### src/rtl/bram_stream_reader.sv
// Read-side master for a simple dual-port BRAM: fetches LENGTH words from BASE (wrapping)
// and streams them out on valid/ready through a 2-entry buffer that absorbs read latency.
module bram_stream_reader #(
    parameter int DATA_WIDTH    = 8,
    parameter int ADDRESS_WIDTH = 8,
    parameter int LENGTH_WIDTH  = ADDRESS_WIDTH + 1
) (
    input  logic                     clk_i,
    input  logic                     rst_i,
    input  logic                     start_i,
    input  logic [ADDRESS_WIDTH-1:0] base_address_i,
    input  logic [LENGTH_WIDTH-1:0]  length_i,
    output logic                     busy_o,
    output logic                     done_o,
    output logic [ADDRESS_WIDTH-1:0] bram_rd_address_o,
    output logic                     bram_rd_enable_o,
    input  logic [DATA_WIDTH-1:0]    bram_rd_data_i,
    input  logic                     bram_rd_valid_i,
    output logic [DATA_WIDTH-1:0]    m_data_o,
    output logic                     m_valid_o,
    input  logic                     m_ready_i,
    output logic                     m_last_o
);

    typedef enum logic [1:0] {
        S_IDLE,
        S_READ,
        S_DRAIN,
        S_DONE
    } state_t;

    state_t                   state_q, state_d;
    logic [ADDRESS_WIDTH-1:0] addr_q, addr_d;
    logic [LENGTH_WIDTH-1:0]  len_q, len_d;
    logic [LENGTH_WIDTH-1:0]  issued_q, issued_d;
    logic                     inflight_q, inflight_d;
    logic                     inflight_last_q, inflight_last_d;
    logic [DATA_WIDTH-1:0]    head_data_q, head_data_d;
    logic                     head_last_q, head_last_d;
    logic [DATA_WIDTH-1:0]    tail_data_q, tail_data_d;
    logic                     tail_last_q, tail_last_d;
    logic [1:0]               count_q, count_d;

    logic                     push;
    logic                     pop;
    logic                     issue;
    logic                     issue_is_last;
    logic [2:0]               pending;

    // A read may only go out if its word is guaranteed a buffer slot once it returns.
    always_comb begin
        pop           = (count_q != 2'd0) && m_ready_i;
        push          = bram_rd_valid_i && inflight_q;
        pending       = {1'b0, count_q} + {2'b00, inflight_q} - {2'b00, pop};
        issue         = (state_q == S_READ) && (pending < 3'd2) && (issued_q < len_q);
        issue_is_last = (issued_q == len_q - LENGTH_WIDTH'(1));
    end

    always_comb begin
        state_d  = state_q;
        addr_d   = addr_q;
        len_d    = len_q;
        issued_d = issued_q;
        busy_o   = 1'b0;
        done_o   = 1'b0;
        case (state_q)
            S_IDLE: begin
                if (start_i) begin
                    addr_d   = base_address_i;
                    len_d    = length_i;
                    issued_d = '0;
                    state_d  = (length_i == '0) ? S_DONE : S_READ;
                end
            end
            S_READ: begin
                busy_o = 1'b1;
                if (issue) begin
                    addr_d   = addr_q + ADDRESS_WIDTH'(1);
                    issued_d = issued_q + LENGTH_WIDTH'(1);
                    if (issue_is_last) begin
                        state_d = S_DRAIN;
                    end
                end
            end
            S_DRAIN: begin
                busy_o = 1'b1;
                if (pop && head_last_q) begin
                    state_d = S_DONE;
                end
            end
            S_DONE: begin
                done_o  = 1'b1;
                state_d = S_IDLE;
            end
            default: state_d = S_IDLE;
        endcase
    end

    // Set and clear in the same cycle leaves the read marked in flight.
    always_comb begin
        inflight_d      = inflight_q;
        inflight_last_d = inflight_last_q;
        if (issue) begin
            inflight_d      = 1'b1;
            inflight_last_d = issue_is_last;
        end else if (bram_rd_valid_i) begin
            inflight_d = 1'b0;
        end
    end

    always_comb begin
        count_d     = count_q;
        head_data_d = head_data_q;
        head_last_d = head_last_q;
        tail_data_d = tail_data_q;
        tail_last_d = tail_last_q;
        case ({push, pop})
            2'b10: begin
                if (count_q == 2'd0) begin
                    head_data_d = bram_rd_data_i;
                    head_last_d = inflight_last_q;
                end else begin
                    tail_data_d = bram_rd_data_i;
                    tail_last_d = inflight_last_q;
                end
                count_d = count_q + 2'd1;
            end
            2'b01: begin
                head_data_d = tail_data_q;
                head_last_d = tail_last_q;
                count_d     = count_q - 2'd1;
            end
            2'b11: begin
                if (count_q == 2'd1) begin
                    head_data_d = bram_rd_data_i;
                    head_last_d = inflight_last_q;
                end else begin
                    head_data_d = tail_data_q;
                    head_last_d = tail_last_q;
                    tail_data_d = bram_rd_data_i;
                    tail_last_d = inflight_last_q;
                end
            end
            default: ;
        endcase
    end

    always_ff @(posedge clk_i) begin
        if (rst_i) begin
            state_q         <= S_IDLE;
            addr_q          <= '0;
            len_q           <= '0;
            issued_q        <= '0;
            inflight_q      <= 1'b0;
            inflight_last_q <= 1'b0;
            head_data_q     <= '0;
            head_last_q     <= 1'b0;
            tail_data_q     <= '0;
            tail_last_q     <= 1'b0;
            count_q         <= 2'd0;
        end else begin
            state_q         <= state_d;
            addr_q          <= addr_d;
            len_q           <= len_d;
            issued_q        <= issued_d;
            inflight_q      <= inflight_d;
            inflight_last_q <= inflight_last_d;
            head_data_q     <= head_data_d;
            head_last_q     <= head_last_d;
            tail_data_q     <= tail_data_d;
            tail_last_q     <= tail_last_d;
            count_q         <= count_d;
        end
    end

    assign bram_rd_enable_o  = issue;
    assign bram_rd_address_o = addr_q;
    assign m_valid_o         = (count_q != 2'd0);
    assign m_data_o          = head_data_q;
    assign m_last_o          = head_last_q;

    // Returned data must always find room; the issue rule makes a full-buffer push impossible.
    assert property (@(posedge clk_i) disable iff (rst_i) !(push && (count_q == 2'd2)));

endmodule

### config.mk
export PLATFORM = sky130hd
export DESIGN_NAME = bram_stream_reader
export DESIGN_NICKNAME = d
export VERILOG_FILES = /design/src/rtl/bram_stream_reader.sv
export SDC_FILE = /design/constraint.sdc
export NUM_CORES = 1
export LEC_CHECK = 0
export ABC_AREA = 1
export CORE_MARGIN = 1.5
export CORE_UTILIZATION = 48
export CTS_BUF_LIST = sky130_fd_sc_hd__clkbuf_4 sky130_fd_sc_hd__clkbuf_8 sky130_fd_sc_hd__clkbuf_16
export DETAILED_ROUTE_END_ITERATION = 16
export PLACE_DENSITY_LB_ADDON = 0.15
export SYNTH_ARGS = -nofsm -noshare
export SYNTH_HDL_FRONTEND = slang
export SYNTH_SLANG_ARGS = --single-unit
### constraint.sdc
create_clock -name clk_i -period 3.7 [get_ports clk_i]
set_input_delay 1.11 -clock clk_i [delete_from_list [all_inputs] [get_ports clk_i]]
set_output_delay 1.11 -clock clk_i [all_outputs]
set_load 0.03 [all_outputs]
==> results.sh, run 1 <==
export IMPL_yosysTopAreaCell="dfxtp_1"
export IMPL_drive_gt1_share_pct=9.495
export IMPL_drt_initial_drc_count=133
export IMPL_fin_setup_tns_ps=0
export IMPL_synth_top_family_by_area="simple AND/OR/NAND/NOR gates"
export IMPL_arrival_ps=2510
export IMPL_fin_cells=572
export IMPL_ys_warn_count=0
export IMPL_clock_sinks=50
export IMPL_yosysTopAreaCellShare_pct=32.40
export IMPL_antenna_found_initial=0
export IMPL_place_hpwl_mm=5.246
export IMPL_status="completed"
export IMPL_setup_slack_ps=81.68
export IMPL_worstPathRequired_ps=2590
export IMPL_p_per_area_nw_per_um2=741.7
export IMPL_pre_cts_ws_ps=-405.3
export IMPL_synth_cell_area_um2=3089
export IMPL_synthTopCellsByArea="dfxtp_1, nand2_1, ha_1, a21oi_1, inv_1"
export IMPL_core_area_um2=6277
export IMPL_worstMarginPinSlew_ps=702.9
export IMPL_setup_viol=0
export IMPL_min_from="inflight_last_q$_SDFFE_PP0P_"
export IMPL_first_global_vias=2811
export IMPL_dieArea_um2=6926
export IMPL_ff2ff_setup_slack_ps=600
export IMPL_drtAntennaViolNets=0
export IMPL_synth_area_per_cell_um2=7.021
export IMPL_globalplace_congestion=0.8170
export IMPL_timing_rr_end="bram_rd_address_o[5]$_SDFFE_PP0P_"
export IMPL_num_antenna_cells=0
export IMPL_synth_simple_area_share_pct=25.84
export IMPL_skew_ps=6.687
export IMPL_synth_compound_area_share_pct=16.52
export IMPL_p_leak_nw=1.717
export IMPL_numCtsBuffers=5
export IMPL_area_growth_pct=25.40
export IMPL_drcViolationCount=0
export IMPL_grt_pass1_wl_mm=12.26
export IMPL_overflow=0
export IMPL_clockRootBuffer="clkbuf_8"
export IMPL_vias_per_cell=5.131
export IMPL_muxShareOfSynthArea_pct=0.3240
export IMPL_synthCells=440
export IMPL_synth_adder_area_share_pct=9.559
export IMPL_yosys_cell_types_count=36
export IMPL_ir_worst_vdd_mv=0.4249
export IMPL_start_util_pct=49.21
export IMPL_grt_total_usage_pct=21.16
export IMPL_wl_per_cell_um=12.65
export IMPL_ioPinCount=51
export IMPL_power_mw=2.873
export IMPL_synth_seq_cells=50
export IMPL_hold_class="reg -> reg"
export IMPL_cp_start_kind="input pin"
export IMPL_reg2regPathDepth=20
export IMPL_post_route_min_period_ps=3618
export IMPL_crit_fanout=2
export IMPL_hold_viol=0
export IMPL_grt_max_degree=22
export IMPL_timing_max_cap_violations=0
export IMPL_portBuffers=50
export IMPL_critPathCaptureType="output pin"
export IMPL_finalCritPeriodShare_pct=97.79
export IMPL_fp_dieW_um=83.23
export IMPL_holdPathEnd="inflight_last_q$_SDFFE_PP0P_"
export IMPL_routed_via_count=2935
export IMPL_drtPass1Iterations=4
export IMPL_clk_pin_slew_worst_paths_ps=90
export IMPL_max_freq_mhz=276.4
export IMPL_slew_headroom_pct=53.14
export IMPL_clock_path_buffers=2
export IMPL_hold_depth=2
export IMPL_cts_tree="done"
export IMPL_die_h_um=83.23
export IMPL_htree_levels=2
export IMPL_ys_seq_area_share_pct=32.40
export IMPL_path_class="in -> out"
export IMPL_rsz0062_at_grt="yes"
export IMPL_num_rows=29
export IMPL_ctsHoldBuffers=0
export IMPL_synth_xor_area_share_pct=5.670
export IMPL_syn_nets=493
export IMPL_report_final_slew_viol_count=0
export IMPL_wl_mm=7.233
export IMPL_clk_insertion_delay_late_ps=310
export IMPL_nets=547
export IMPL_dp_cells=561
export IMPL_worstReg2RegStart="count_q[0]$_SDFFE_PP0P_"
-- critical path: stages --
cell	delay, ps
buf_6	100
nand2_4	60
inv_4	40
ha_4	200
inv_2	40
nand2_2	40
fa_2	370
xnor2_2	210
nand3_4	100
nor2_4	100
buf_6	140
-- cell families after synthesis --
family                   after synthesis
adder cells (fa/ha/maj)               23
buffers and inverters                 74
XOR/XNOR                              20
flip-flops                            50
AND/OR/NAND/NOR                      183
AO/OA/AOI/OAI                         89
multiplexers                           1
-- power breakdown --
group / internal, mW / switching, mW
Clock: 0.155 / 0.200
Combinational: 0.684 / 1.01
Sequential: 0.696 / 0.126
Total: 1.53 / 1.34
-- placed cells by master, fill, tap and decap left out, types with 5 or more instances in the layout --
cell              n
dfxtp_1          49
xnor2_1           6
ha_1             21
nor2_1           38
buf_4            12
nand4_1           6
xor2_1           13
nand2_1          88
o221ai_1          9
clkbuf_8          6
o21ai_0          29
inv_2             5
clkdlybuf4s50_1  48
a21oi_1          44
nand3_1          35
inv_1            50
-- per-layer routing --
metal | share of wire, % | global-route usage (%)
met3 | 2.4 | 4.175
met1 | 47 | 26.18
met2 | 50 | 37.40
met4 | 0.61 | 5.758
met5 | 0 | 0
-- what timing repair did --
action                                  CTS  global route
pin swaps                                 5             4
cloned                                    0             0
setup buffers                             2             1
endpoints found under the setup margin    1             1
gates resized for setup                   5             8
-- Yosys cell counts, drive strengths merged --
| library cell | n |
|---|---|
| nand3 | 38 |
| inv | 56 |
| buf | 8 |
| o221ai | 9 |
| fa | 1 |
| nand2 | 92 |
| o21ai | 31 |
| xor2 | 13 |
| nand4 | 7 |
| clkbuf | 8 |
| or2 | 2 |
| clkinv | 2 |
| a221oi | 1 |
| nor2 | 41 |
| a21oi | 45 |
| ha | 22 |
| a21boi | 1 |
| nand3b | 1 |
| o21a | 1 |
| a32oi | 1 |
| xnor2 | 7 |
| nor4 | 1 |
| mux2i | 1 |
| nor3b | 1 |
| dfxtp | 50 |
-- cell type report --
type                       instances  area [um2]
sequential                        50        1002
multi-input combinational        316        1842
inverter                          58       220.2
clock buffer                       6       82.58
timing repair buffer              63       613.1
fill                             601        2404
tap                               77       96.34
clock inverter                     2       17.52
-- state kept, by name, summed over array words and instances, names as in the netlist, 2 cells and up --
register	count
state_q	2
tail_data_q	8
count_q	2
issued_q	9
len_q	9
m_data_o	8
bram_rd_address_o	8
-- per-stage QoR --
stage	utilization, %	hold slack [ps]	instance area, um2
after detailed placement	59.26	463.0	3720
final	61.71	483.7	3874
after global placement	59.26	458.7	3720
after CTS	61.07	478.9	3834
after global routing	61.71	494.0	3874
after floorplan	-	444.5	3126
-- worst max path at each step --
stage	start	to	slack, ps	cells after the start
5_1_grt	m_ready_i	bram_rd_enable_o	4	11
6_report	m_ready_i	bram_rd_enable_o	80	11
3_3_place_gp	m_ready_i	bram_rd_enable_o	-390	11
2_1_floorplan	m_ready_i	bram_rd_enable_o	20	10
4_1_cts	m_ready_i	bram_rd_enable_o	7	10
3_5_place_dp	m_ready_i	bram_rd_enable_o	-410	11
Power figures use the tool's default switching activity.
==> inputs of run 2 (changes only) <==
--- a/config.mk
+++ b/config.mk
@@ -6,8 +6,10 @@
 export NUM_CORES = 1
 export LEC_CHECK = 0
 export ABC_AREA = 1
+export CELL_PAD_IN_SITES_DETAIL_PLACEMENT = 0
+export CELL_PAD_IN_SITES_GLOBAL_PLACEMENT = 1
 export CORE_MARGIN = 1.5
-export CORE_UTILIZATION = 48
+export CORE_UTILIZATION = 41
 export CTS_BUF_LIST = sky130_fd_sc_hd__clkbuf_4 sky130_fd_sc_hd__clkbuf_8 sky130_fd_sc_hd__clkbuf_16
 export DETAILED_ROUTE_END_ITERATION = 16
 export PLACE_DENSITY_LB_ADDON = 0.15
==> constraint.sdc (replaced) <==
create_clock -name clk_i -period 4.6 [get_ports clk_i]
set_input_delay 1.38 -clock clk_i [delete_from_list [all_inputs] [get_ports clk_i]]
set_output_delay 1.38 -clock clk_i [all_outputs]
set_load 0.03 [all_outputs]
==> run 2 against run 1 <==
- first-iteration DRC count up 11%
- cell count rose by 2.3%
- largest cell class unchanged
- sequential power down 20%
- clock power is 23% lower
- power fell by 24%
- via count decreased by 1.3%
- die area rose by 16%
- largest power group unchanged
- utilization fell by 9.6 points
==> results.sh, run 2 (synthesized netlist as in run 1, its figures left out) <==
export IMPL_clk_insertion_delay_late_ps=310
export IMPL_fp_dieW_um=89.80
export IMPL_slew_headroom_pct=48.80
export IMPL_critPathCaptureType="output pin"
export IMPL_crit_top_cell="inv_2"
export IMPL_path_class="in -> out"
export IMPL_timing_max_cap_violations=0
export IMPL_p_per_area_nw_per_um2=576.6
export IMPL_drcViolationCount=0
export IMPL_arrival_ps=3110
export IMPL_met2_usage_pct=32.51
export IMPL_post_route_min_period_ps=4494
export IMPL_reg_largest_list="issued_q x9, len_q x9"
export IMPL_vias_per_cell=4.950
export IMPL_area_growth_pct=22.44
export IMPL_nets=538
export IMPL_whs_ps=470.5
export IMPL_path_cells="dlygate4sd2_1 > nand2_1 > inv_2 > ha_4 > inv_2 > nand2_2 > fa_2 > xnor2_1 > nand3_1 > nor2_4 > buf_6"
export IMPL_worstMarginPinSlew_ps=767.2
export IMPL_cp_start_kind="input pin"
export IMPL_finalInstanceArea_um2=3782
export IMPL_wl_per_cell_um=12.32
export IMPL_grt_total_usage_pct=18.78
export IMPL_place_area_um2=3652
export IMPL_clock_sinks=50
export IMPL_num_antenna_cells=0
export IMPL_routed_via_count=2896
export IMPL_core_area_um2=7253
export IMPL_report_final_slew_viol_count=0
export IMPL_crit_fanout=2
export IMPL_grt_max_degree=30
export IMPL_max_freq_mhz=222.5
export IMPL_htree_levels=2
export IMPL_grt_pass1_wl_mm=12.51
export IMPL_cp_slowest_cell="fa_2"
export IMPL_wl_mm=7.210
export IMPL_met3_usage_pct=3.215
export IMPL_die_h_um=89.80
export IMPL_status="completed"
export IMPL_p_leak_nw=1.660
export IMPL_clockRootBuffer="clkbuf_8"
export IMPL_ioPinCount=51
export IMPL_num_rows=31
export IMPL_place_hpwl_mm=5.319
export IMPL_drtPass1Iterations=5
export IMPL_clock_path_buffers=2
export IMPL_numCtsBuffers=5
export IMPL_antenna_found_initial=0
export IMPL_finalCritPeriodShare_pct=97.69
export IMPL_final_common_cell="nand2_1"
export IMPL_rsz0062_at_grt="no"
export IMPL_ir_worst_vdd_mv=0.3384
export IMPL_clk_pin_slew_worst_paths_ps=90
export IMPL_setup_viol=0
export IMPL_hold_viol=0
export IMPL_overflow=0
export IMPL_skew_ps=3.489
export IMPL_drtAntennaViolNets=0
export IMPL_cts_tree="done"
export IMPL_dieArea_um2=8064
export IMPL_drt_initial_drc_count=148
export IMPL_worstPathRequired_ps=3220
export IMPL_hold_class="reg -> reg"
export IMPL_drive_gt1_share_pct=6.584
export IMPL_ff2ff_setup_slack_ps=1360
export IMPL_utilization_pct=52.15
export IMPL_start_util_pct=42.59
export IMPL_layout_common_cells="nand2_1, inv_1, dfxtp_1"
export IMPL_first_global_vias=2682
export IMPL_use_met1_pct=23.87
export IMPL_busiest_layer="met2"
export IMPL_fin_setup_tns_ps=0
export IMPL_max_stage_delay_ps=360
export IMPL_globalplace_congestion=0.8232
export IMPL_portBuffers=50
[run 2: critical path, delay by kind of cell]
family / cells / cell delay (ps)
xor+xnor: 1 / 160
simple gates: 4 / 500
fa+ha+maj: 2 / 590
buf+inv: 4 / 490
[run 2: layer usage]
metal  part of all wire, %  vias up
met1                    49     1316
li1                      -     1530
met2                    47       42
met3                   3.0        8
met4                   1.5        0
met5                     0        -
[run 2: power by group]
part	switching, mW	internal, mW	total [mW]
sequential	0.101	0.559	0.660
combinational	0.783	0.464	1.25
clock	0.146	0.128	0.274
total	1.03	1.15	2.18
[run 2: final timing paths]
kind,to,cells after the start,start
worst max-delay path,bram_rd_enable_o,11,m_ready_i
worst min-delay path,inflight_last_q$_SDFFE_PP0P_,2,inflight_last_q$_SDFFE_PP0P_
worst max register to register,bram_rd_address_o[2]$_SDFFE_PP0P_,17,count_q[1]$_SDFFE_PP0P_
worst min register to register,inflight_last_q$_SDFFE_PP0P_,2,inflight_last_q$_SDFFE_PP0P_
[run 2: timing repair]
| action | 4_1_cts | 5_1_grt |
|---|---|---|
| gates resized for setup | 8 | 1 |
| hold buffers | 0 | 0 |
| setup endpoints to repair | 1 | 1 |
| pin swaps | 5 | 0 |
| cloned | 0 | 0 |
| setup buffers | 1 | 0 |
[run 2: per-stage QoR]
step,std cells,total power [mW],setup slack [ps]
after floorplan,440,1.539,25.07
after global placement,576,1.875,-240.4
after detailed placement,576,1.888,-251.4
after CTS,585,2.199,91.63
after global routing,585,2.372,4.055
final,585,2.181,106.1
[run 2: final cells by class]
cell class / count / area [um2]
Tap cell: 99 / 123.9
Clock buffer: 7 / 90.09
Fill cell: 756 / 3471
Clock inverter: 1 / 5.005
Multi-Input combinational cell: 316 / 1814
Sequential cell: 50 / 1001
Timing Repair Buffer: 54 / 530.5
Inverter: 58 / 217.7
